==> config.mk <==
export PLATFORM = sky130hd
export DESIGN_NAME = vending_controller
export DESIGN_NICKNAME = d
export VERILOG_FILES = /design/src/rtl/vending_controller.sv
export SDC_FILE = /design/constraint.sdc
export NUM_CORES = 1
export LEC_CHECK = 0
export BUFFER_PORTS_ARGS = -buffer_cell sky130_fd_sc_hd__buf_2
export CAP_MARGIN = 0
export CORE_AREA = 2 2 74 76
export DETAILED_ROUTE_END_ITERATION = 8
export DIE_AREA = 0 0 76 78
export PLACE_DENSITY = 0.86
export SETUP_SLACK_MARGIN = 0.1
export SLEW_MARGIN = 20
export SYNTH_ARGS = -nofsm -noshare
export SYNTH_HDL_FRONTEND = slang
export SYNTH_HIERARCHICAL = 1
export SYNTH_SLANG_ARGS = --single-unit
==> constraint.sdc <==
create_clock -name CLOCK_50 -period 3.9 [get_ports CLOCK_50]
set_clock_uncertainty 0.15 [all_clocks]
set_input_delay 0.78 -clock CLOCK_50 [delete_from_list [all_inputs] [get_ports CLOCK_50]]
set_output_delay 0.78 -clock CLOCK_50 [all_outputs]
set_load 0.02 [all_outputs]
==> src/rtl/vending_controller.sv <==
// Registered, stock-aware vending controller: accumulates credit, arbitrates
// coin/buy/cancel/refill events, holds vend for DISP_CYCLES, then strobes change.

module vending_stock_slot #(
    parameter logic [3:0] STOCK_INIT = 4'd4
) (
    input  logic clk,
    input  logic reset,
    input  logic reload,
    input  logic dec,
    output logic empty
);
    logic [3:0] stock;

    // empty is kept in lockstep with the counter so it is a registered flag
    always_ff @(posedge clk) begin
        if (reset || reload) begin
            stock <= STOCK_INIT;
            empty <= (STOCK_INIT == 4'd0);
        end else if (dec && stock != 4'd0) begin
            stock <= stock - 4'd1;
            empty <= (stock == 4'd1);
        end
    end
endmodule

module vending_controller #(
    parameter logic [4:0] PRICE0      = 5'd1,
    parameter logic [4:0] PRICE1      = 5'd3,
    parameter logic [4:0] PRICE2      = 5'd5,
    parameter logic [4:0] PRICE3      = 5'd10,
    parameter logic [3:0] STOCK_INIT  = 4'd4,
    parameter int         DISP_CYCLES = 8
) (
    input  logic       CLOCK_50,
    input  logic       reset,
    input  logic       coin_valid,
    input  logic [4:0] coin_val,
    input  logic [1:0] sel,
    input  logic       buy,
    input  logic       cancel,
    input  logic       refill,
    output logic [4:0] credit,
    output logic [4:0] price,
    output logic [3:0] vend,
    output logic [4:0] change,
    output logic       change_valid,
    output logic       deny,
    output logic       coin_reject,
    output logic [3:0] empty,
    output logic       busy
);
    localparam logic [7:0] DISP_LD = 8'(DISP_CYCLES);

    typedef enum logic [2:0] {
        S_IDLE,
        S_CREDIT,
        S_VEND,
        S_PAYOUT,
        S_DENY
    } state_t;

    state_t     state, state_n;
    logic [4:0] credit_n, change_n;
    logic [3:0] vend_n;
    logic [7:0] cnt, cnt_n;
    logic       change_valid_n, deny_n, coin_reject_n, busy_n;
    logic [3:0] stock_dec;
    logic       stock_reload;
    logic [5:0] coin_sum;

    always_comb begin
        case (sel)
            2'd0:    price = PRICE0;
            2'd1:    price = PRICE1;
            2'd2:    price = PRICE2;
            default: price = PRICE3;
        endcase
    end

    assign coin_sum = {1'b0, credit} + {1'b0, coin_val};

    genvar i;
    generate
        for (i = 0; i < 4; i++) begin : g_slot
            vending_stock_slot #(.STOCK_INIT(STOCK_INIT)) u_slot (
                .clk    (CLOCK_50),
                .reset  (reset),
                .reload (stock_reload),
                .dec    (stock_dec[i]),
                .empty  (empty[i])
            );
        end
    endgenerate

    always_comb begin
        state_n       = state;
        credit_n      = credit;
        change_n      = change;
        vend_n        = vend;
        cnt_n         = cnt;
        coin_reject_n = 1'b0;
        stock_dec     = 4'b0000;
        stock_reload  = 1'b0;

        case (state)
            S_IDLE, S_CREDIT: begin
                // cancel > refill > buy > coin; a coin beaten by any of them bounces
                if (cancel) begin
                    coin_reject_n = coin_valid;
                    if (state == S_CREDIT) begin
                        change_n = credit;
                        credit_n = 5'd0;
                        state_n  = S_PAYOUT;
                    end
                end else if (refill) begin
                    coin_reject_n = coin_valid;
                    stock_reload  = 1'b1;
                end else if (buy) begin
                    coin_reject_n = coin_valid;
                    if (empty[sel] || credit < price) begin
                        state_n = S_DENY;
                    end else begin
                        stock_dec[sel] = 1'b1;
                        change_n       = credit - price;
                        credit_n       = 5'd0;
                        vend_n         = 4'b0001 << sel;
                        cnt_n          = DISP_LD;
                        state_n        = S_VEND;
                    end
                end else if (coin_valid) begin
                    if (coin_sum <= 6'd31) begin
                        credit_n = coin_sum[4:0];
                        state_n  = (coin_sum == 6'd0) ? S_IDLE : S_CREDIT;
                    end else begin
                        coin_reject_n = 1'b1;
                    end
                end
            end
            S_VEND: begin
                coin_reject_n = coin_valid;
                if (cnt <= 8'd1) begin
                    vend_n  = 4'b0000;
                    state_n = S_PAYOUT;
                end else begin
                    cnt_n = cnt - 8'd1;
                end
            end
            S_PAYOUT: begin
                coin_reject_n = coin_valid;
                state_n       = S_IDLE;
            end
            S_DENY: begin
                coin_reject_n = coin_valid;
                state_n       = (credit == 5'd0) ? S_IDLE : S_CREDIT;
            end
            default: state_n = S_IDLE;
        endcase

        change_valid_n = (state_n == S_PAYOUT);
        deny_n         = (state_n == S_DENY);
        busy_n         = change_valid_n || deny_n || (state_n == S_VEND);
    end

    always_ff @(posedge CLOCK_50) begin
        if (reset) begin
            state        <= S_IDLE;
            credit       <= 5'd0;
            change       <= 5'd0;
            change_valid <= 1'b0;
            vend         <= 4'b0000;
            deny         <= 1'b0;
            coin_reject  <= 1'b0;
            busy         <= 1'b0;
            cnt          <= 8'd0;
        end else begin
            state        <= state_n;
            credit       <= credit_n;
            change       <= change_n;
            change_valid <= change_valid_n;
            vend         <= vend_n;
            deny         <= deny_n;
            coin_reject  <= coin_reject_n;
            busy         <= busy_n;
            cnt          <= cnt_n;
        end
    end
endmodule

==> results of run 1 <==
-- per-stage QoR --
step | instance area, µm² | util | setup WS [ns] | cells | total power, mW
6_report | 3212 | 0.6370 | 0.6203 | 440 | 0.9884
5_1_grt | 3212 | 0.6370 | 0.4077 | 440 | 1.027
4_1_cts | 3212 | 0.6370 | 0.6549 | 440 | 0.9927
3_5_place_dp | 3110 | 0.6169 | 0.3309 | 432 | 0.6688
3_3_place_gp | 3110 | 0.6169 | 0.4883 | 432 | 0.6652
2_1_floorplan | 2844 | - | 0.6433 | 328 | 0.6275
-- placed cells by master (no fill, tap or decap), types with 2 or more instances in the layout --
master and n:
sky130_fd_sc_hd__ha_1 19, sky130_fd_sc_hd__nor3_1 13, sky130_fd_sc_hd__nor4b_1 4, sky130_fd_sc_hd__a211oi_1 2, sky130_fd_sc_hd__nand2_1 28, sky130_fd_sc_hd__inv_1 24
sky130_fd_sc_hd__a2111o_1 3, sky130_fd_sc_hd__nor2b_1 12, sky130_fd_sc_hd__nor2_1 34, sky130_fd_sc_hd__fa_1 2, sky130_fd_sc_hd__nand4_1 8, sky130_fd_sc_hd__o31ai_1 2
sky130_fd_sc_hd__clkbuf_8 7, sky130_fd_sc_hd__o21ai_0 13, sky130_fd_sc_hd__nand2b_1 4, sky130_fd_sc_hd__a21o_1 2, sky130_fd_sc_hd__dfxtp_1 49, sky130_fd_sc_hd__o22ai_1 5
sky130_fd_sc_hd__a21oi_1 14, sky130_fd_sc_hd__a2111oi_2 4, sky130_fd_sc_hd__buf_2 38, sky130_fd_sc_hd__buf_4 3, sky130_fd_sc_hd__mux2_4 4, sky130_fd_sc_hd__xor2_1 8
sky130_fd_sc_hd__xnor2_1 2, sky130_fd_sc_hd__and3_1 2, sky130_fd_sc_hd__nor4_1 4, sky130_fd_sc_hd__o41ai_1 3, sky130_fd_sc_hd__or3b_1 5, sky130_fd_sc_hd__and2_4 4
sky130_fd_sc_hd__nand3_1 18, sky130_fd_sc_hd__mux2i_1 5, sky130_fd_sc_hd__a31oi_1 2
-- flip-flops by register name, summed over array words and instances (netlist names) --
register	flops
g_slot.u_slot/empty	4
vend	4
g_slot.u_slot/stock	16
coin_reject	1
change	5
credit	5
cnt	8
change_valid	1
busy	1
state	3
deny	1
-- metal layers --
metal / part of all wire / up-vias / GRT usage
met1: 0.44 / 1194 / 0.2615
met3: 0.055 / 12 / 0.04767
li1: - / 1263 / -
met4: 0.018 / 0 / 0.1018
met5: 0 / - / 0
met2: 0.49 / 81 / 0.3821
-- worst max-delay path by stage --
stage	start	endpoint	slack (ns)	depth (start not counted)
after floorplan	sel[0]	g_slot[0].u_slot/stock[3]	0.64	10
after global placement	sel[0]	g_slot[0].u_slot/stock[3]	0.49	12
after detailed placement	sel[0]	g_slot[0].u_slot/stock[3]	0.33	12
after CTS	sel[0]	g_slot[0].u_slot/stock[3]	0.65	12
after global routing	sel[0]	g_slot[0].u_slot/stock[3]	0.41	12
final	sel[0]	g_slot[0].u_slot/stock[3]	0.62	12
-- power by group through the flow --
stage	Sequential (mW)	Clock [mW]	Combinational [mW]
5_1_grt	0.520	0.352	0.155
4_1_cts	0.518	0.333	0.141
2_1_floorplan	0.537	0	0.0909
6_report	0.519	0.328	0.142
3_3_place_gp	0.529	0	0.136
3_5_place_dp	0.530	0	0.139
-- logic make-up after synthesis --
logic type,count (synthesis),synth area share
AO/OA/AOI/OAI,63,0.1729
XOR/XNOR,10,0.03080
adder cells (fa/ha/maj),21,0.09767
buffers and inverters,31,0.04356
flip-flops,49,0.3449
multiplexers,10,0.04664
other,1,0.001319
AND/OR/NAND/NOR,143,0.2622
-- critical path, stage by stage --
cell	delay, ns
sky130_fd_sc_hd__buf_2	0.15
sky130_fd_sc_hd__inv_1	0.13
sky130_fd_sc_hd__nand2_1	0.12
sky130_fd_sc_hd__ha_1	0.36
sky130_fd_sc_hd__o21a_1	0.13
sky130_fd_sc_hd__o31a_1	0.24
sky130_fd_sc_hd__o311ai_2	0.10
sky130_fd_sc_hd__buf_4	0.20
sky130_fd_sc_hd__nor3_1	0.43
sky130_fd_sc_hd__nor4b_1	0.37
sky130_fd_sc_hd__mux2i_1	0.24
sky130_fd_sc_hd__nor3_1	0.06
-- final cells by class --
| class | count | share of cell area |
|---|---|---|
| sequential | 49 | 0.3054 |
| inverter | 24 | 0.02805 |
| multi-input combinational | 248 | 0.5415 |
| clock inverter | 1 | 0.001558 |
| clock buffer | 7 | 0.03000 |
| timing repair buffer | 41 | 0.06623 |
| tap | 70 | 0.02727 |
==> results.txt, run 1 <==
The wire length of the first global-routing pass came out at 10.59 mm. The end point of the worst hold path is change[4]. For this run, the number of Yosys warnings is 6. The worst supply voltage drop on vdd is 0.2133 mV. The sum of overflow across all layers after global routing came out at 0. The sink count of the clock tree is between 40 and 50. Summed over all layers, the routed wires come to 6.433 mm. For this run, the top clock speed supported by timing is approximately 300 MHz. The iteration count of the initial detailed-routing pass is 5. The post-synth net total is 362.

The required time reported for the critical path endpoint is around 3.9 ns. The largest total area in the synthesized netlist belongs to sky130_fd_sc_hd__dfxtp_1. Synthesis inferred ~50 register bits.

The fraction of post-synthesis cell area in the top cell type by area came out at 0.3449. The tree is rooted in a sky130_fd_sc_hd__clkbuf_8. The flop-to-flop setup slack came out at 1.04 ns. In the final timing run, aggregate negative setup slack is 0 ns. The final weighted congestion in routability-driven placement is approximately 0.9. The synthesized design contains 0 enable-type register cells. Power spread over the standard cell area amounts to between 300 and 400 nW/µm².

The insertion delay of the later-clocked pin in the worst-skew pair is around 0.30 ns. The post-layout net count came out at 403. The post-detailed-route count of antenna-violating nets came out at 0. The number of cells on the worst reg-to-reg path is 8. The count of vias placed by the detailed router is roughly 2,600.

Synthesis produced a netlist whose cell count is about 330. The sequential cell area fraction in the yosys report came out at 0.3449. The overall die width came out at about 76 µm.

The combinational fraction of design power came out at 0.144. Ranked by total cell area, the synthesized netlist is headed by sky130_fd_sc_hd__dfxtp_1 (34%), sky130_fd_sc_hd__ha_1 (8.4%), sky130_fd_sc_hd__nor2_1 (4.5%), sky130_fd_sc_hd__nand2_1 (3.7%), sky130_fd_sc_hd__nand3_1 (3.2%). The count of pins over their slew limit came out at 0. The worst register-to-register path begins at state[2]. The leakage power came out at 1.336 nW. The initial core utilization is 0.5640. In the final layout, the multi-input gates occupy around 1700 µm².

The register clock-pin slew on the reported worst setup and hold paths is about 0.090 ns. 0 antenna diodes ended up in the layout. The number of buffers inserted during clock tree synthesis is 5. In this run the tool buffered the top-level ports with 38 buffer cells. The number of library cell types mapped by synthesis came out at 56. The initial antenna violation count is 0. The final critical-path share of the clock period came out at 0.8409. The most instantiated library cell after synthesis is sky130_fd_sc_hd__dfxtp_1. The worst hold path belongs to the class register to register. Entering global routing, the biggest net connects 30 pins.

In this run the tightest slew margin relative to its limit is 0.6106. For this run, the leading register cell type out of synthesis is sky130_fd_sc_hd__dfxtp_1. Of the total power, the clock network draws 0.331. Of the total power, the share spent switching nets is 0.2691. The count of filler cells inserted in the layout came out at roughly 420. Of the cells placed in the final design, the portion with a size suffix greater than 1 is 0.1892. The DRC violation count after routing came out at 0. The worst register-to-register path ends at g_slot[0].u_slot/stock[3]. Registers take 980.9 µm². Setup violations remaining at the end of the flow were counted as 0. The area of the die came out at between 5000 and 6000 µm².

The cell count of the worst hold path is 2. The via count of the first global-routing pass is approximately 2,400. The kind of capture point of the worst setup path is a register. The number of setup buffers added after CTS is 0. STA classifies the critical path startpoint as an input port. The total global routing track utilization is 0.2203. The final critical delay including setup and external delays came out at roughly 3.3 ns. The layout overhead on the synthesized area came out at 12.93%. The post-CTS resize count is 0.

The mean number of vias per cell is 5.795. After synthesis, the mean cell area works out to between 8 and 9 µm². The number of H-tree levels came out at 2. The I/O pin total is 40. The startpoint identified for the worst hold timing path is change[4]. The die is 78 µm tall. The worst-case clock buffer depth is 2. By startpoint and endpoint, the worst setup path is classified as input port to register. The violation count after the first detailed-routing iteration came out at 179. Setup repair after global routing left no endpoint under its margin. The hold violation total from the final report is 0. The data arrival time of the critical path is about 3.3 ns.

The number of standard-cell rows in the floorplan is 26. The proportion of synthesized flip-flops having asynchronous set or reset is 0. The mapped netlist covers about 2800 µm². The number of hold-repair buffers added at the cts stage is 0.

The sequential share of power is 0.525. The run finished with clean final reports. By count the netlist is led by sky130_fd_sc_hd__dfxtp_1 (49), sky130_fd_sc_hd__nor2_1 (34), sky130_fd_sc_hd__nand2_1 (28). The slew of the pin with the lowest slew margin is roughly 0.58 ns. In this run the worst path has a maximum fanout of 14. The number of maximum-capacitance constraint violations came out at 0. The worst hold slack after final layout came out at between 0.3 and 0.4 ns. The internal power of the cells came out at ~0.72 mW. The power dissipated by switching net loads came out at around 0.27 mW. In this run the standard cell core region covers around 5000 µm².

The CTS tree is built. The detail-routed net length per standard cell came out at approximately 15 µm. The wire-length estimate of the detail-placed layout is 4.765 mm.
(Power assumes the default switching activity.)
==> inputs of run 2 (changes only) <==
Settings changed: ABC_AREA set to 1, CORE_AREA 2 2 74 76 to 2 2 77 79, DIE_AREA 0 0 76 78 to 0 0 79 81.
Clock period 3.9 ns to 3.1 ns, I/O delays scaled along.
==> run 2 against run 1 <==
  * Count of clock-buffer cells in the layout is 2 lower
  * Worst hold slack worse by 0.0027 ns
  * Utilization fell by 2.4 points
  * Die area rose by 7.9%
  * Worst setup slack lost 0.25 ns
  * Cell count increased by 35%
  * Flip-flop and latch count did not move
  * Sequential power is 38% higher
  * Combinational power rose to 3.9 times the previous value
==> results.txt, run 2 <==
The flow ran to the end, and the final reports show no timing, DRC or antenna violations. The tree built by TritonCTS fans out to 49 sinks. The number of setup buffers added after CTS is 0. The number of instances in the placed design is around 580. The sequential cell area fraction in the yosys report is 0.3130. The most numerous cell type found on the critical path is sky130_fd_sc_hd__nand3_1. The area of the die is 6399 µm².

The relative slew slack came out at 0.6367. The repair_antennas step left the layout with diodes totalling 0. For this run, the slowest stage of the critical path takes roughly 0.36 ns. The number of buffers inserted during clock tree synthesis came out at 5. The number of maximum-capacitance constraint violations is 0. STA puts the critical path data arrival time at roughly 2.8 ns. In the global route stage, overall resource usage came out at 0.2335.

The post-synthesis average cell area came out at about 6.6 µm². The number of setup violations in the final report came out at 0. The slowest stage of the critical path belongs to the cell sky130_fd_sc_hd__nor3_1.

The required time reported for the critical path endpoint came out at ~3.1 ns. The final critical delay including setup and external delays came out at roughly 2.7 ns. Counting instances, the worst hold path has a depth of 2. The largest registers in the layout are g_slot.u_slot/stock x16, cnt x8.

The final weighted congestion in routability-driven placement is between 0.8 and 0.9. Entering global routing, the biggest net connects 18 pins. Row generation in the floorplan step produced 28 rows. Setup repair after global routing left no endpoint under its margin. The commonest cells after synthesis are sky130_fd_sc_hd__nor2_1 (96), sky130_fd_sc_hd__nand2_1 (95), sky130_fd_sc_hd__inv_1 (56).

The first routing iteration left 273 violations. The core outline area came out at roughly 5700 µm². The cell count after synthesis is about 480. The iteration count of the initial detailed-routing pass came out at 4.

After synthesis the netlist holds a flip-flop and latch count of 49. The count of pins over their slew limit is 0. The startpoint of the tightest hold check path is change[0].

The worst supply voltage drop on vdd is between 0.3 and 0.4 mV. The final critical-path share of the clock period came out at 0.8810. The leakage power is around 1.7 nW. The count of placed standard cells in the final layout, fillers left out is slightly below 600.

The worst setup path is launched from an input port. Ranked by flip-flop count, first place goes to g_slot.u_slot/stock. The fraction of post-synthesis cell area in the top cell type by area came out at 0.3130. The worst setup path is of the input port to register kind. Input and output buffers added on the ports amount to 38. The worst setup path is captured at a register. The sum of routed wire length over all layers came out at 7.017 mm. The initial core utilization came out at 0.5522. The post-CTS resize count came out at 0. The most instantiated library cell after synthesis is sky130_fd_sc_hd__nor2_1.

Counting every net in the synthesized netlist gives roughly 510. For the pin with the worst max-slew slack, the measured transition is around 0.54 ns. The initial antenna violation count is 0.

The worst-path maximum fanout is 7. By area the synthesized netlist is led by sky130_fd_sc_hd__dfxtp_1 (31%), sky130_fd_sc_hd__nor2_1 (11%), sky130_fd_sc_hd__nand2_1 (11%), sky130_fd_sc_hd__nand3_1 (8.3%), sky130_fd_sc_hd__ha_1 (7.6%). The number of hold-repair buffers added at the cts stage came out at 0. The post-layout net count is 550. The count of flip-flops with a built-in enable after synthesis came out at 0. The predominant post-synthesis flop cell is sky130_fd_sc_hd__dfxtp_1. Counting buffers and inverters, the worst setup path is 16 cells deep.

The root buffer cell is sky130_fd_sc_hd__clkbuf_8. The tightest min-delay check is of the register to register type. The via count of the first global-routing pass came out at about 2,900. In this run the cell area of the synthesized design comes to between 3000 and 4000 µm². The sum of overflow across all layers after global routing is 0.

The wire length of the first global-routing pass is about 12 mm. For this design the top-level I/O count stands at 40. Yosys printed 6 warnings. The critical path starts at sel[1]. The layout overhead on the synthesized area came out at 11.02%.

The detail-routed net length per standard cell is 11.85 µm. The cell type group with the largest total delay on the critical path is simple AND/OR/NAND/NOR gates. The number of buffers and inverters on the critical path came out at 4. For this block, the via count after detailed routing is between 3,000 and 4,000.

Measured in cells, the most critical reg-to-reg path has a length of 12. The mean number of vias per cell is approximately 5.2. The fmax is 366.2 MHz.

The estimated wirelength of the detail-placed design is 5.422 mm. The post-detailed-route count of antenna-violating nets came out at 0. sky130_fd_sc_hd__dfxtp_1 takes more of the synthesized area than any other cell. The number of flip-flops in the largest register came out at 16. The signal on the critical path passes through buf_2, inv_2, nor2_2, inv_1, ha_1, nand2_1, inv_1, nand3_1, nand3_1, nand3_2, nand2_4, nand3_2, nor3_1, nand2_4, o21ai_0, nand3_1. In the layout the commonest cells are sky130_fd_sc_hd__nand2_1 (95), sky130_fd_sc_hd__nor2_1 (95), sky130_fd_sc_hd__inv_1 (56). The register clock-pin slew on the reported worst setup and hold paths came out at about 0.090 ns. The hold violation total from the final report came out at 0. In this run the power density over the cells is approximately 480 nW/µm².

The insertion delay of the later-clocked pin in the worst-skew pair is 0.31 ns. The floorplan step set the die width to just under 80 µm. TritonCTS built the clock tree. The die boundary height came out at between 80 and 90 µm.

After detailed routing, the number of remaining DRC violations is 0. The startpoint identified for the worst register-to-register timing path is credit[3]. The proportion of synthesized flip-flops having asynchronous set or reset is 0.

The final-layout setup total negative slack is 0 ns. The share of final-layout standard cells stronger than drive strength 1 came out at 0.1605. No sink is reached through more buffers than the 2 on the longest clock path.

The number of library cell types mapped by synthesis came out at 29. Fill cells in the final layout number around 550. The number of H-tree levels is 2.
## run 2: cell types whose count changed in the layout (fill, tap and decap cells not counted), moves of 9 or more
cell	change
sky130_fd_sc_hd__nor2b_1	-12
sky130_fd_sc_hd__nand2_2	+9
sky130_fd_sc_hd__inv_1	+32
sky130_fd_sc_hd__nand2_1	+67
sky130_fd_sc_hd__nor2_1	+61
sky130_fd_sc_hd__nor3_1	-9
sky130_fd_sc_hd__nand3_1	+34
## run 2: worst paths after layout
check / to / slack [ns]
worst max register to register: g_slot[1].u_slot/stock[2] / 0.64
worst min register to register: change[0] / 0.32
worst min-delay path: change[0] / 0.32
worst max-delay path: g_slot[1].u_slot/stock[2] / 0.37
## run 2: final cells by class
class / instances / area [µm²] / area share
multi-input cells: 356 / 1854 / 0.5329
flip-flops and latches: 49 / 980.9 / 0.2819
inverters: 63 / 246.5 / 0.07084
repair buffers: 41 / 212.7 / 0.06113
well taps: 75 / 93.84 / 0.02697
clock buffers: 5 / 68.82 / 0.01978
clock inverters: 3 / 22.52 / 0.006472
## run 2: worst reg2reg max path, stage by stage (launching register included)
cell                      delay [ns]
sky130_fd_sc_hd__dfxtp_1        0.38
sky130_fd_sc_hd__ha_1           0.34
sky130_fd_sc_hd__inv_1          0.06
sky130_fd_sc_hd__nor2_1         0.14
sky130_fd_sc_hd__nand3_1        0.11
sky130_fd_sc_hd__nand3_1        0.15
sky130_fd_sc_hd__nand3_2        0.10
sky130_fd_sc_hd__nand2_4        0.07
sky130_fd_sc_hd__nand3_2        0.11
sky130_fd_sc_hd__nor3_1         0.36
sky130_fd_sc_hd__nand2_4        0.12
sky130_fd_sc_hd__o21ai_0        0.19
sky130_fd_sc_hd__nand3_1        0.08
## run 2: report_power, final
part           switching, mW  total, mW  internal [mW]
Clock                  0.228      0.386          0.159
Sequential            0.0383      0.714          0.675
Combinational          0.365      0.555          0.191
Total                  0.631       1.66           1.02
## run 2: cell families after synthesis
group,after synthesis,share of synthesized area
AO/OA/AOI/OAI,45,0.07864
XOR/XNOR,5,0.01397
adder cells (fa/ha/maj),21,0.08862
buffers and inverters,72,0.09620
flip-flops,49,0.3130
other,1,0.001196
AND/OR/NAND/NOR,284,0.4084
## run 2: metal layers
metal,vias up,track usage,routed length [µm]
met5,-,0,0
met4,0,0.07586,95
met3,12,0.04556,329
met2,70,0.4203,3433
met1,1421,0.2804,3158
li1,1588,-,-
## run 2: stage by stage
stage	power [mW]	utilization	hold slack, ns	setup slack [ns]	cell area (µm²)
2_1_floorplan	1.145	-	0.3031	0.1847	3137
3_3_place_gp	1.255	0.5970	0.2957	0.2589	3388
3_5_place_dp	1.276	0.5970	0.3049	0.08945	3388
4_1_cts	1.657	0.6131	0.3186	0.4158	3480
5_1_grt	1.771	0.6131	0.3397	0.2074	3480
6_report	1.655	0.6131	0.3157	0.3689	3480
==> inputs of run 3 (changes only) <==
Settings changed: CORE_AREA 2 2 77 79 to 2 2 79 81, DIE_AREA 0 0 79 81 to 0 0 81 83, PLACE_DENSITY 0.86 to 0.83.
==> run 3 against run 2 <==
  * Cell count stayed put
  * Wire length is 4.5% lower
  * Non-clock buffer count stayed put
  * Largest cell class unchanged
==> results.txt, run 3 (synthesis gave the netlist of run 2 again) <==
Gates resized during post-CTS repair numbered 0. The worst-case reg-to-reg path depth came out at 11. The worst hold slack after final layout is around 0.33 ns. The post-detailed-route count of antenna-violating nets is 0. The die is 83 µm tall.

For this design the total switching power over the nets is just over 0.6 mW. In the final layout, the registers with the most flip-flops are g_slot.u_slot/stock x16, cnt x8. The wire length of the first global-routing pass came out at approximately 12 mm.

The via count of the first global-routing pass came out at 2,831. Before CTS, the worst setup slack after placement is 0.09528 ns. The number of hold-repair buffers added at the cts stage is 0.

Total power for the finished layout comes to roughly 1.6 mW. Across all register-to-register paths, the minimum setup slack is approximately 0.59 ns. After detailed placement, the design holds a cell count of around 580. The number of H-tree levels came out at 2.

The sink count of the clock tree came out at around 50. The class of the worst hold path is register to register. CTS placed an instance of sky130_fd_sc_hd__clkbuf_8 at the clock tree root. The insertion delay of the later-clocked pin in the worst-skew pair came out at around 0.30 ns.

The sum of routed wire length over all layers came out at between 6 and 7 mm. The die covers 6723 µm². After legalization and detailed placement, the total HPWL measured approximately 5.2 mm. The number of flip-flops in the largest register is 16. The final-layout setup total negative slack came out at 0 ns.

The total overflow left after global routing is 0. Setup repair after global routing left no endpoint under its margin. Measured along the x axis, the die boundary spans 81 µm. The number of maximum-capacitance constraint violations is 0. The share of power burned in the clock network came out at 0.226. For this run, the top clock speed supported by timing is 368.8 MHz. The relative slew slack is 0.6166. Excluding fillers, the count of instances in the completed layout stands at between 500 and 600. The DRC violation count after routing is 0. In the finished design, the share of the clock period the worst path needs comes to 0.8747.

The antenna cell count is 0. The worst hold path terminates at change[0]. The power density over the cells is between 400 and 500 nW/µm².

The violation count after the first detailed-routing iteration came out at approximately 170. With fillers left out, the area of the finished cells amounts to roughly 3500 µm². The share of final-layout standard cells stronger than drive strength 1 came out at 0.1586. The run finished with clean final reports. The combinational fraction of design power came out at 0.336. The core outline area came out at a little under 6000 µm². The hold violation total from the final report was 0. In this run the count of I/O pins placed on the die edge is 40. Summed over all cells, the static leakage comes to around 1.7 nW.

The count of filler cells inserted in the layout is roughly 580. The iteration count of the initial detailed-routing pass is 4. The area of combinational cells with multiple inputs is approximately 1900 µm². The detail-routed net length per standard cell came out at roughly 11 µm. The initial core utilization is 0.5389.

The startpoint of the most critical register-to-register path is cnt[0]. The total global routing track utilization came out at 0.2123. The data arrival time of the critical path is 2.75 ns. In this run the critical register-to-register path is captured at g_slot[1].u_slot/stock[2].

The number of standard-cell rows in the floorplan is 28. The initial antenna violation count was 0. STA classifies the critical path endpoint as a register. The share of the core filled with cells in the final layout came out at 0.5968. The register with the most flip-flops in the final layout is g_slot.u_slot/stock.

The cell count of the worst hold path came out at 2. The count of vias placed by the detailed router is 3,025. The flip-flop and latch area came out at approximately 980 µm². TritonCTS built the clock tree. The number of buffers inserted during clock tree synthesis came out at 5. The final worst slack is 0.3884 ns. The post-place instance area came out at 3388 µm².

The library cells used most frequently in the layout, excluding fill and tap cells, are sky130_fd_sc_hd__nand2_1 (95), sky130_fd_sc_hd__nor2_1 (95), sky130_fd_sc_hd__inv_1 (56). The number of setup violations in the final report is 0. The final weighted congestion in routability-driven placement came out at between 0.8 and 0.9.

The startpoint kind of the worst setup timing path is an input port. The sequential share of power is 0.438. The critical path is of the input port to register type. The switching portion of total power came out at 0.3731. The post-layout net count came out at 550.

For the worst setup path, the data required time is roughly 3.1 ns. In this run the worst path has a maximum fanout of 10. The count of pins over their slew limit came out at 0. The clock passes through at most 2 buffers. The number of buffers added on ports came out at 38. The worst supply voltage drop on vdd came out at 0.2081 mV. The register clock-pin slew on the reported worst setup and hold paths came out at ~0.090 ns. After layout, the minimum clock period comes to 2.712 ns. The internal power of the cells is slightly above 1 mW. The layout overhead on the synthesized area came out at 10.74%. At the pin with the least slew margin, the transition time is 0.5708 ns. The mean number of vias per cell is about 5. The maximum number of pins on one net before global-route repair came out at 18. The worst hold path begins at change[0].

The number of setup buffers added after CTS came out at 0.
-- run 3: cell count changes in the layout (fill, tap and decap cells not counted) --
cell and change:
sky130_fd_sc_hd__clkinvlp_4 -3, sky130_fd_sc_hd__clkinv_2 +2, sky130_fd_sc_hd__clkbuf_1 +1
-- run 3: final cells by class --
type	count	area share
Tap cell	75	0.02704
Timing Repair Buffer	41	0.06128
Inverter	63	0.07102
Clock buffer	6	0.02091
Sequential cell	49	0.2826
Clock inverter	2	0.002884
Multi-Input combinational cell	356	0.5342
-- run 3: how the worst max path moves through the flow --
| stage | start | endpoint | slack [ns] | cells after the start |
|---|---|---|---|---|
| 2_1_floorplan | sel[0] | g_slot[0].u_slot/stock[2] | 0.18 | 15 |
| 3_3_place_gp | sel[0] | g_slot[1].u_slot/stock[2] | 0.23 | 15 |
| 3_5_place_dp | sel[0] | g_slot[1].u_slot/stock[2] | 0.1 | 15 |
| 4_1_cts | sel[0] | g_slot[1].u_slot/stock[2] | 0.43 | 15 |
| 5_1_grt | sel[0] | g_slot[0].u_slot/stock[2] | 0.18 | 14 |
| 6_report | sel[0] | g_slot[1].u_slot/stock[2] | 0.39 | 15 |
-- run 3: critical path: stages --
cell                      delay (ns)
sky130_fd_sc_hd__buf_2          0.17
sky130_fd_sc_hd__nor2_2         0.17
sky130_fd_sc_hd__inv_1          0.08
sky130_fd_sc_hd__ha_1           0.31
sky130_fd_sc_hd__nand2_1        0.07
sky130_fd_sc_hd__inv_1          0.07
sky130_fd_sc_hd__nand3_1        0.07
sky130_fd_sc_hd__nand3_1        0.13
sky130_fd_sc_hd__nand3_2        0.10
sky130_fd_sc_hd__nand2_4        0.07
sky130_fd_sc_hd__nand3_2        0.10
sky130_fd_sc_hd__nor3_1         0.40
sky130_fd_sc_hd__nand2_4        0.12
sky130_fd_sc_hd__o21ai_0        0.18
sky130_fd_sc_hd__nand3_1        0.08
-- run 3: power by group through the flow --
stage,sequential [mW],combinational [mW],clock (mW)
after floorplan,0.754,0.390,0
after global placement,0.727,0.530,0
after detailed placement,0.728,0.543,0
after CTS,0.714,0.545,0.384
after global routing,0.722,0.626,0.406
final,0.715,0.548,0.369
-- run 3: layer usage --
| metal | vias up | part of all wire | global-route usage | routed length [µm] |
|---|---|---|---|---|
| met5 | - | 0 | 0 | 0 |
| li1 | 1588 | - | - | - |
| met4 | 0 | 0.011 | 0.06626 | 77 |
| met1 | 1387 | 0.46 | 0.2661 | 3105 |
| met2 | 41 | 0.49 | 0.3606 | 3265 |
| met3 | 9 | 0.038 | 0.04239 | 254 |
